### config.mk
export PLATFORM = sky130hd
export DESIGN_NAME = flp_accumulator
export DESIGN_NICKNAME = d
export VERILOG_FILES = /design/src/rtl/pseudo_softmax_pkg.sv /design/src/rtl/flp_align_add.sv /design/src/rtl/flp_accumulator.sv
export SDC_FILE = /design/constraint.sdc
export NUM_CORES = 1
export LEC_CHECK = 0
export BUFFER_PORTS_ARGS = -buffer_cell sky130_fd_sc_hd__buf_2
export CORE_MARGIN = 2
export CORE_UTILIZATION = 42
export DETAILED_ROUTE_END_ITERATION = 8
export PLACE_DENSITY = 0.6
export RECOVER_POWER = 25
export SLEW_MARGIN = 10
export SYNTH_ARGS = -nofsm -noshare
export SYNTH_HDL_FRONTEND = slang
export SYNTH_SLANG_ARGS = --single-unit
export TNS_END_PERCENT = 20
### constraint.sdc
create_clock -name clk -period 6.7 [get_ports clk]
set_input_delay 0.335 -clock clk [delete_from_list [all_inputs] [get_ports clk]]
set_output_delay 0.335 -clock clk [all_outputs]
set_load 0.05 [all_outputs]
### src/rtl/pseudo_softmax_pkg.sv
// Shared types and defaults for the pseudo-softmax datapath.
// Pseudo-float: value = 2^exp * (1 + mant/2^MANT_WIDTH), unsigned exponent, no bias.
package pseudo_softmax_pkg;

    localparam int DEFAULT_EXP_WIDTH  = 9;
    localparam int DEFAULT_MANT_WIDTH = 8;

    localparam logic [DEFAULT_EXP_WIDTH-1:0] EXP_MAX = '1;

    typedef enum logic [1:0] {
        IDLE = 2'd0,
        ACC  = 2'd1,
        DONE = 2'd2
    } acc_state_t;

endpackage

### src/rtl/flp_align_add.sv
// Combinational pseudo-float adder: align, add, normalise, saturate.
// Truncates by default; define FLP_ROUND_EN for round-half-up at both right shifts.
module flp_align_add
    import pseudo_softmax_pkg::*;
#(
    parameter int EXP_WIDTH  = DEFAULT_EXP_WIDTH,
    parameter int MANT_WIDTH = DEFAULT_MANT_WIDTH
) (
    input  logic [EXP_WIDTH-1:0]  a_exp,
    input  logic [MANT_WIDTH-1:0] a_mant,
    input  logic [EXP_WIDTH-1:0]  b_exp,
    input  logic [MANT_WIDTH-1:0] b_mant,
    output logic [EXP_WIDTH-1:0]  s_exp,
    output logic [MANT_WIDTH-1:0] s_mant,
    output logic                  s_ovf
);

    localparam int SIG_W = MANT_WIDTH + 1;
    localparam logic [EXP_WIDTH-1:0] SHIFT_LIMIT = EXP_WIDTH'(MANT_WIDTH);
    localparam logic [EXP_WIDTH:0]   EXP_TOP     = {1'b0, {EXP_WIDTH{1'b1}}};

    logic                  a_larger;
    logic [EXP_WIDTH-1:0]  big_exp;
    logic [EXP_WIDTH-1:0]  diff;
    logic [SIG_W-1:0]      big_sig;
    logic [SIG_W-1:0]      small_sig;
    logic [SIG_W-1:0]      aligned;
    logic [SIG_W:0]        sum;
    logic [MANT_WIDTH-1:0] norm_mant;
    logic [1:0]            exp_bump;
    logic [EXP_WIDTH:0]    exp_wide;
`ifdef FLP_ROUND_EN
    logic [SIG_W-1:0]      rnd_mask;
    logic                  align_rnd;
    logic [SIG_W:0]        norm_rnd;
`endif

    always_comb begin
        a_larger  = (a_exp >= b_exp);
        big_exp   = a_larger ? a_exp : b_exp;
        diff      = a_larger ? (a_exp - b_exp) : (b_exp - a_exp);
        big_sig   = a_larger ? {1'b1, a_mant} : {1'b1, b_mant};
        small_sig = a_larger ? {1'b1, b_mant} : {1'b1, a_mant};
        aligned   = (diff > SHIFT_LIMIT) ? '0 : (small_sig >> diff);

`ifdef FLP_ROUND_EN
        // The last bit lost by alignment is the one at position diff-1.
        rnd_mask  = '0;
        align_rnd = 1'b0;
        norm_rnd  = '0;
        if ((diff != '0) && (diff <= SHIFT_LIMIT)) begin
            rnd_mask  = SIG_W'(1) << (diff - EXP_WIDTH'(1));
            align_rnd = |(small_sig & rnd_mask);
        end
        sum = {1'b0, big_sig} + {1'b0, aligned} + {{SIG_W{1'b0}}, align_rnd};
`else
        sum = {1'b0, big_sig} + {1'b0, aligned};
`endif

        norm_mant = sum[MANT_WIDTH-1:0];
        exp_bump  = 2'd0;
        if (sum[SIG_W]) begin
`ifdef FLP_ROUND_EN
            // Rounding can carry once more, giving exactly 2.0 -> mant 0, exponent +2.
            norm_rnd = {1'b0, sum[SIG_W:1]} + {{SIG_W{1'b0}}, sum[0]};
            if (norm_rnd[SIG_W]) begin
                norm_mant = norm_rnd[SIG_W-1:1];
                exp_bump  = 2'd2;
            end else begin
                norm_mant = norm_rnd[MANT_WIDTH-1:0];
                exp_bump  = 2'd1;
            end
`else
            norm_mant = sum[MANT_WIDTH:1];
            exp_bump  = 2'd1;
`endif
        end

        exp_wide = {1'b0, big_exp} + {{(EXP_WIDTH-1){1'b0}}, exp_bump};
        if (exp_wide > EXP_TOP) begin
            s_exp  = '1;
            s_mant = '1;
            s_ovf  = 1'b1;
        end else begin
            s_exp  = exp_wide[EXP_WIDTH-1:0];
            s_mant = norm_mant;
            s_ovf  = 1'b0;
        end
    end

endmodule

### src/rtl/flp_accumulator.sv
// Sums N_TERMS pseudo-float terms per frame into one denominator over valid/ready.
// Optional rounding in the adder is enabled with the FLP_ROUND_EN macro.
module flp_accumulator
    import pseudo_softmax_pkg::*;
#(
    parameter int EXP_WIDTH  = DEFAULT_EXP_WIDTH,
    parameter int MANT_WIDTH = DEFAULT_MANT_WIDTH,
    parameter int N_TERMS    = 4
) (
    input  logic                  clk,
    input  logic                  rst_n,
    input  logic                  in_valid,
    output logic                  in_ready,
    input  logic [EXP_WIDTH-1:0]  in_exp,
    input  logic [MANT_WIDTH-1:0] in_mant,
    output logic                  out_valid,
    input  logic                  out_ready,
    output logic [EXP_WIDTH-1:0]  out_exp,
    output logic [MANT_WIDTH-1:0] out_mant,
    output logic                  out_ovf
);

    localparam int CNT_W = $clog2(N_TERMS + 1);
    localparam logic [CNT_W-1:0] LAST_COUNT = CNT_W'(N_TERMS);

    acc_state_t            state_q, state_d;
    logic [CNT_W-1:0]      count_q;
    logic [EXP_WIDTH-1:0]  acc_exp_q;
    logic [MANT_WIDTH-1:0] acc_mant_q;
    logic                  ovf_q;

    logic                  term_accept;
    logic                  sum_accept;
    logic [EXP_WIDTH-1:0]  add_exp;
    logic [MANT_WIDTH-1:0] add_mant;
    logic                  add_ovf;

    flp_align_add #(
        .EXP_WIDTH  (EXP_WIDTH),
        .MANT_WIDTH (MANT_WIDTH)
    ) u_align_add (
        .a_exp  (acc_exp_q),
        .a_mant (acc_mant_q),
        .b_exp  (in_exp),
        .b_mant (in_mant),
        .s_exp  (add_exp),
        .s_mant (add_mant),
        .s_ovf  (add_ovf)
    );

    assign term_accept = in_valid & in_ready;
    assign sum_accept  = out_valid & out_ready;

    always_ff @(posedge clk or negedge rst_n) begin
        if (!rst_n) begin
            state_q <= IDLE;
        end else begin
            state_q <= state_d;
        end
    end

    always_comb begin
        state_d   = state_q;
        in_ready  = 1'b0;
        out_valid = 1'b0;
        case (state_q)
            IDLE: begin
                in_ready = 1'b1;
                if (in_valid) begin
                    state_d = (N_TERMS == 1) ? DONE : ACC;
                end
            end
            ACC: begin
                in_ready = 1'b1;
                if (in_valid && ((count_q + CNT_W'(1)) == LAST_COUNT)) begin
                    state_d = DONE;
                end
            end
            DONE: begin
                out_valid = 1'b1;
                if (out_ready) begin
                    state_d = IDLE;
                end
            end
            default: state_d = IDLE;
        endcase
    end

    // The first term of a frame loads the accumulator; later terms go through the adder.
    always_ff @(posedge clk or negedge rst_n) begin
        if (!rst_n) begin
            count_q    <= '0;
            acc_exp_q  <= '0;
            acc_mant_q <= '0;
            ovf_q      <= 1'b0;
        end else if (sum_accept) begin
            count_q    <= '0;
            acc_exp_q  <= '0;
            acc_mant_q <= '0;
            ovf_q      <= 1'b0;
        end else if (term_accept) begin
            if (state_q == IDLE) begin
                count_q    <= CNT_W'(1);
                acc_exp_q  <= in_exp;
                acc_mant_q <= in_mant;
            end else begin
                count_q    <= count_q + CNT_W'(1);
                acc_exp_q  <= add_exp;
                acc_mant_q <= add_mant;
                ovf_q      <= ovf_q | add_ovf;
            end
        end
    end

    assign out_exp  = acc_exp_q;
    assign out_mant = acc_mant_q;
    assign out_ovf  = ovf_q;

endmodule

=== After elaboration in Yosys (flattened, before gate mapping) ===
Cells that the tools add are included.

* Output and inout port bits: 20
* Flip-flop bits (word level): 23

* Reductions and logical operators: 6
* $add $sub $neg: 5
* Bitwise logic cells: 3
* Eq/ne operators: 7
* Multiplexer cells: 28
* Shift-type cells: 1
* Order comparisons: 3

{| class="wikitable"
|+ Operator list
! operator !! count
|-
| $mux W9 || 7
|-
| $mux W8 || 7
|-
| $sub A9 B9 Y9 || 2
|-
| $add A9 B1 Y10 || 1
|-
| $add A9 B9 Y10 || 1
|-
| $gt A10 B9 Y1 const B || 1
|-
| $ge A9 B9 Y1 || 1
|-
| $gt A9 B4 Y1 const B || 1
|-
| $mux W3 || 3
|-
| $shr A9 B9 Y9 || 1
|-
| $ne A2 B2 Y1 const B || 4
|-
| $mux W1 || 7
|-
| $mux W2 || 3
|-
| $pmux W2 S3 || 1
|-
| $add A3 B1 Y3 const B || 1
|-
| $eq A3 B3 Y1 const B || 1
|-
| $reduce_and A3 Y1 || 1
|-
| $and A1 B1 Y1 || 2
|-
| $eq A2 B1 Y1 const B || 1
|-
| $eq A2 B2 Y1 const B || 1
|-
| $logic_not A2 Y1 || 1
|-
| $reduce_and A2 Y1 || 1
|-
| $reduce_bool A2 Y1 || 1
|-
| $reduce_or A2 Y1 || 1
|-
| other kinds (2) || 2
|}

=== Depth between registers and ports, before layout ===
* Depth in word-level cells: 13
* Mapped depth: 30
* Gate-level depth less buffers: 26

=== Hierarchy ===
A second synthesis with hierarchy kept.

* Cells, all modules: 410
* Area, all modules: 3427.0 um^2

{| class="wikitable"
|+ Modules (own cells, without submodules)
! module !! seq. area each (um^2) !! times used !! cells each !! area each (um^2)
|-
| flp_align_add || 0.0 || 1 || 323 || 2331.0
|-
| flp_accumulator || 575.6 || 1 || 87 || 1096.1
|}

=== Least setup slack after synthesis ===
OpenSTA, ideal clock, no wires.

* Kind: register to register
* Start point: register acc_exp_q[3] (netlist: out_exp[3])
* End point: register acc_exp_q[4] (netlist: out_exp[4])
* Data arrival time: 6.018 ns
* Stages on the path, launching flop included: 28
* Setup time: 0.132 ns
* Clock period less this slack: 6.150 ns
* Setup slack: 0.550 ns
* Cell sequence: dfrtp_1 ha_1 and3_1 a41o_2 nor2_2 buf_2 buf_2 mux2i_1 a21oi_1 a21oi_1 mux2i_1 nor2b_1 ha_1 a21o_1 a21oi_1 o21ai_0 a21oi_1 o21ai_0 and2_1 a311o_1 buf_6 ha_1 ha_1 a21boi_0 nand2_1 xnor2_1 a221oi_1 o21ai_0

* Cells in the longest elaborated chain, start to end: 12

{| class="wikitable"
|+ RTL lines
! what !! line !! text
|-
| from (decl) || flp_accumulator.sv:28 || <nowiki>logic [EXP_WIDTH-1:0] acc_exp_q;</nowiki>
|-
| from (signal assigned) || flp_accumulator.sv:104 || <nowiki>acc_exp_q <= in_exp;</nowiki>
|-
| from (signal assigned) || flp_accumulator.sv:108 || <nowiki>acc_exp_q <= add_exp;</nowiki>
|-
| $sub A9 B9 Y9 / $ge A9 B9 Y1 (equally long branches) || flp_align_add.sv:41, flp_align_add.sv:39 ||
|-
| $mux W9 / $mux W8 (equally long branches) || flp_align_add.sv:41, flp_align_add.sv:43 ||
|-
| $gt A9 B4 Y1 / $shr A9 B9 Y9 (equally long branches) || flp_align_add.sv:44 || <nowiki>aligned = (diff > SHIFT_LIMIT) ? '0 : (small_sig >> diff);</nowiki>
|-
| $mux W9 || flp_align_add.sv:44 ||
|-
| $add A9 B9 Y10 || flp_align_add.sv:57 || <nowiki>sum = {1'b0, big_sig} + {1'b0, aligned};</nowiki>
|-
| $mux W1 || flp_align_add.sv:62 || <nowiki>if (sum[SIG_W]) begin</nowiki>
|-
| $add A9 B1 Y10 (*) || flp_align_add.sv:79 || <nowiki>exp_wide = {1'b0, big_exp} + {{(EXP_WIDTH-1){1'b0}}, exp_bump};</nowiki>
|-
| $gt A10 B9 Y1 || flp_align_add.sv:80 || <nowiki>if (exp_wide > EXP_TOP) begin</nowiki>
|-
| $mux W9 (*) || flp_align_add.sv:80 ||
|-
| $mux W9 (*) || flp_accumulator.sv:102 || <nowiki>if (state_q == IDLE) begin</nowiki>
|-
| $mux W9 (*) || flp_accumulator.sv:101 || <nowiki>end else if (term_accept) begin</nowiki>
|-
| $mux W9 (*) || flp_accumulator.sv:96 || <nowiki>end else if (sum_accept) begin</nowiki>
|}

Every way passes the cells marked *; elsewhere a longest branch is shown, timed or not. The select of a mux whose other input is x is not followed.
A chain may end at the register's enable or synchronous reset.

=== Final worst setup path ===
* Start point: register acc_exp_q[6] (netlist: out_exp[6])
* End point: register acc_exp_q[4] (netlist: out_exp[4])

Same word-level chain as after synthesis.

==> reports/results.tsv <==
stage	metric	value	unit
outcome	status	complete, no violations	
synth	synth_xor_area_share	3.39	%
clock_network	post_cts_buffers	0	
timing	maxSlewViolCount	0	
clock_network	cts_tree	done	
setup_path	required	6.85	ns
worst_hold_path	min_from	out_ready	
power	p_leak	1.72	nW
synth	yosys-mux-area-fraction	11.3	%
floorplanning	die_height	93.5	microns
synth	synthArstFlopShare	100	%
grt	grt.busiest_layer	met2	
clock_network	htreeDepth	1	
synth	synth.avg_cell_area	7.63	sq um
synth	syn_inst	441	
grt	grt_max_degree	33	
timing	worst_slew_pin_slew	1.34	ns
clock_network	clock_sinks	23	
floorplanning	ios	41	
timing	rsz0062_at_grt	no	
synth	synth_compound_area_share	26.9	%
grt	overflow	0	
setup_path	crit_top_cell	ha_1	
drt	postRouteAntennaNets	0	
synth	synth_nets	494	
setup_path	cp_max_fo	32	
cells_and_area	finalNetCount	530	
setup_path	r2r_end	out_exp[4]	
cells_and_area	fin_cells	578	
placement	io_buffers	40	
placement	place_ws	0.428	ns
timing	setup_ws	0.534	ns
power	switching_power	1.15	mW
synth	synth_edf_count	0	
worst_hold_path	holdPathStages	2	
power	p_seq_share	14.6	%
placement	dp_hpwl	7450	microns
grt	grt_pass1_wl	16200	microns
synth	post_synth_num_cell_types	62	
setup_path	cp-start-kind	flop	
setup_path	ff2ff_setup_slack	0.53	ns
setup_path	r2r-start	out_exp[6]	
synth	ys_seq_area_share	17.1	%
clock_network	cts_resized	0	
clock_network	hold_buffers	0	
drt	wl_per_cell	16.7	microns
setup_path	crit_type	flop to flop	
timing	setup_violations	0	
power	clkPwrFrac	4.5	%
grt	grtUsageMet2	35.6	%
floorplanning	dieArea	8740	sq um
clock_network	cts.clk_slew.worst_paths	0.08	ns
synth	ys.flop_type	dfrtp_1	
grt	antenna_found_initial	0	
timing	fin_worst_skew	0.00246	ns
setup_path	startpoint	out_exp[6]	
floorplanning	initial_core_util	43.5	%
cells_and_area	final_area	3740	sq um
setup_path	cpMaxStageDelayCell	mux4_2	
power	peakVddDrop	207	uV
grt	met1_usage	33.1	%
drt	vias	3420	
clock_network	cts-root-buf	clkbuf_8	
drt	drt_iter0_markers	223	
setup_path	cpPeakStageDelay	0.54	ns
power	pwr-share-comb	80.9	%
grt	grt_pass1_vias	3272	
timing	finalCriticalPeriod	6.17	ns
timing	slew_headroom	10.9	%
cells_and_area	diodes	0	
timing	finalHoldViolCount	0	
timing	timing.final.crit_share	92.0	%
placement	placed_cell_area	3700	sq um
worst_hold_path	min_to	state_q[1]	
floorplanning	die_x	93.5	microns
placement	place_congestion	0.897	
grt	use_met3	2.82	%
synth	synth_top_cell_by_area	dfrtp_1	
setup_path	reg2regPathDepth	25	
floorplanning	fp-row-count	32	
power	powerDensity	539	nW/um^2
synth	synth-simple-area-share	22.3	%
synth	syn_area	3360	sq um
power	swShare	57.1	%
synth	ys_warn_count	0	
drt	drt-total-wl	9670	microns
synth	synth-adder-area-share	12.6	%
clock_network	cts_buffers	3	
floorplanning	core-area	7730	sq um
drt	vias_per_cell	5.92	
setup_path	crit_arrival	6.31	ns
placement	place_inst	574	
timing	fmax	162	MHz
cells_and_area	final_util	48.4	%
cells_and_area	syn2layout_area_growth	11.3	%
synth	synth_top_family_by_area	compound AO/OA/AOI/OAI gates	
setup_path	crit_path_end_kind	flop	
cells_and_area	fillers	752	
drt	first_pass_iters	5	
clock_network	clk_path_buf_depth	2	
run	drv_cap	0	
synth	ys_top_cells_by_area	dfrtp_1 (17%), ha_1 (11%), nand2_1 (9.0%)	
timing	finalSetupTns	0	ns
synth	ys_ff_latch	23	
power	p_int	0.867	mW
cells_and_area	drive_above_1_share	17.2	%
worst_hold_path	hold_class	input port to flop	
synth	synth_top_area_share	17.1	%
clock_network	clk_latency	0.27	ns
grt	track_usage	22.7	%
drt	route.detailed.drc	0	
power by group through the flow:
stage | Combinational (mW) | Clock (mW) | Sequential [mW]
after floorplan | 1.08 | 0 | 0.437
after global placement | 1.61 | 0 | 0.294
after detailed placement | 1.61 | 0 | 0.296
after CTS | 1.62 | 0.0932 | 0.293
after global routing | 1.79 | 0.100 | 0.307
final | 1.63 | 0.0899 | 0.295
cells in the mapped netlist (2+ instances only):
| library cell | n |
|---|---|
| a211oi_1 | 4 |
| a211oi_2 | 2 |
| a21boi_0 | 4 |
| a21o_1 | 2 |
| a21oi_1 | 32 |
| a21oi_2 | 2 |
| a221oi_1 | 2 |
| a22oi_1 | 7 |
| a311oi_1 | 3 |
| a31oi_1 | 5 |
| and2_1 | 2 |
| and3_1 | 2 |
| buf_2 | 5 |
| buf_4 | 2 |
| clkbuf_1 | 13 |
| dfrtp_1 | 23 |
| fa_1 | 3 |
| ha_1 | 29 |
| inv_1 | 31 |
| mux2_2 | 2 |
| mux2_4 | 2 |
| mux2i_1 | 18 |
| mux4_2 | 6 |
| nand2_1 | 81 |
| nand2b_1 | 2 |
| nand3_1 | 11 |
| nand4_1 | 7 |
| nor2_1 | 25 |
| nor2_2 | 2 |
| nor2b_1 | 5 |
| nor3_1 | 6 |
| nor3b_1 | 5 |
| nor4_1 | 2 |
| o211a_1 | 3 |
| o211ai_1 | 2 |
| o21a_1 | 3 |
| o21ai_0 | 31 |
| o21ai_1 | 6 |
| o221ai_1 | 11 |
| o31a_1 | 2 |
| o31ai_1 | 2 |
| or2_2 | 3 |
| xnor2_1 | 11 |
| xor2_1 | 2 |
critical path: cells and delay by family, from the launching register on:
kind,cells,cell delay [ns]
AOI/OAI and AO/OA,12,2.58
xor gates and xnor gates,1,0.06
adders and majority gates,4,1.23
buffers and inverters,1,0.22
DFF,1,0.46
muxes,3,0.82
and+or+nand+nor,4,0.65
how the worst max path moves through the flow:
stage                             to
after detailed placement  out_exp[4]
final                     out_exp[4]
after floorplan           out_exp[4]
after global routing      out_exp[4]
after CTS                 out_exp[4]
after global placement    out_exp[6]
cells by family after synthesis:
logic type                 count (synthesis)
AOI/OAI and AO/OA                        132
xor gates and xnor gates                  13
buffers and inverters                     52
adders and majority gates                 32
DFF                                       23
muxes                                     29
and+or+nand+nor                          160
sequential cells by signal, summed over array words and instances, names as in the netlist:
| name | flops |
|---|---|
| out_ovf | 1 |
| count_q | 3 |
| state_q | 2 |
| out_mant | 8 |
| out_exp | 9 |
cell type report:
cell class	count	area, sq um	area share [%]
Multi-Input combinational cell	366	2580	68.9
Sequential cell	23	576	15.4
Timing Repair Buffer	52	302	8.05
Tap cell	102	128	3.41
Inverter	31	116	3.11
Clock buffer	4	45.0	1.20
through the flow:
| step | hold slack (ns) | power, mW |
|---|---|---|
| global placement | 0.359 | 1.90 |
| CTS | 0.0609 | 2.01 |
| finish | 0.294 | 2.02 |
| global route | 0.296 | 2.20 |
| floorplan | 0.0394 | 1.52 |
| detailed placement | 0.360 | 1.91 |
cells in the final DEF, fill, tap and decap left out, types with 3 or more instances in the layout:
| cell | count |
|---|---|
| buf_2 | 39 |
| xnor2_1 | 11 |
| o221ai_1 | 11 |
| nor2_1 | 25 |
| a311oi_1 | 3 |
| nor2b_1 | 5 |
| ha_1 | 29 |
| nand2_1 | 81 |
| mux2i_1 | 18 |
| or2_2 | 3 |
| o21ai_0 | 31 |
| a22oi_1 | 7 |
| fa_1 | 3 |
| nor3b_1 | 5 |
| o211a_1 | 3 |
| o21a_1 | 3 |
| clkbuf_8 | 3 |
| buf_4 | 11 |
| nor3_1 | 6 |
| dfrtp_1 | 23 |
| o21ai_1 | 6 |
| a21boi_0 | 3 |
| a31oi_1 | 4 |
| nand3_1 | 11 |
| a211oi_1 | 4 |
| nand4_1 | 7 |
| inv_1 | 31 |
| mux4_2 | 6 |
| a21oi_1 | 32 |
metal layers:
| metal | part of all wire (%) | up-vias |
|---|---|---|
| li1 | - | 1679 |
| met1 | 49 | 1605 |
| met2 | 45 | 119 |
| met3 | 5.0 | 17 |
| met4 | 1.6 | 0 |
| met5 | 0 | - |
No activity file was read; power rests on OpenSTA's default activity.
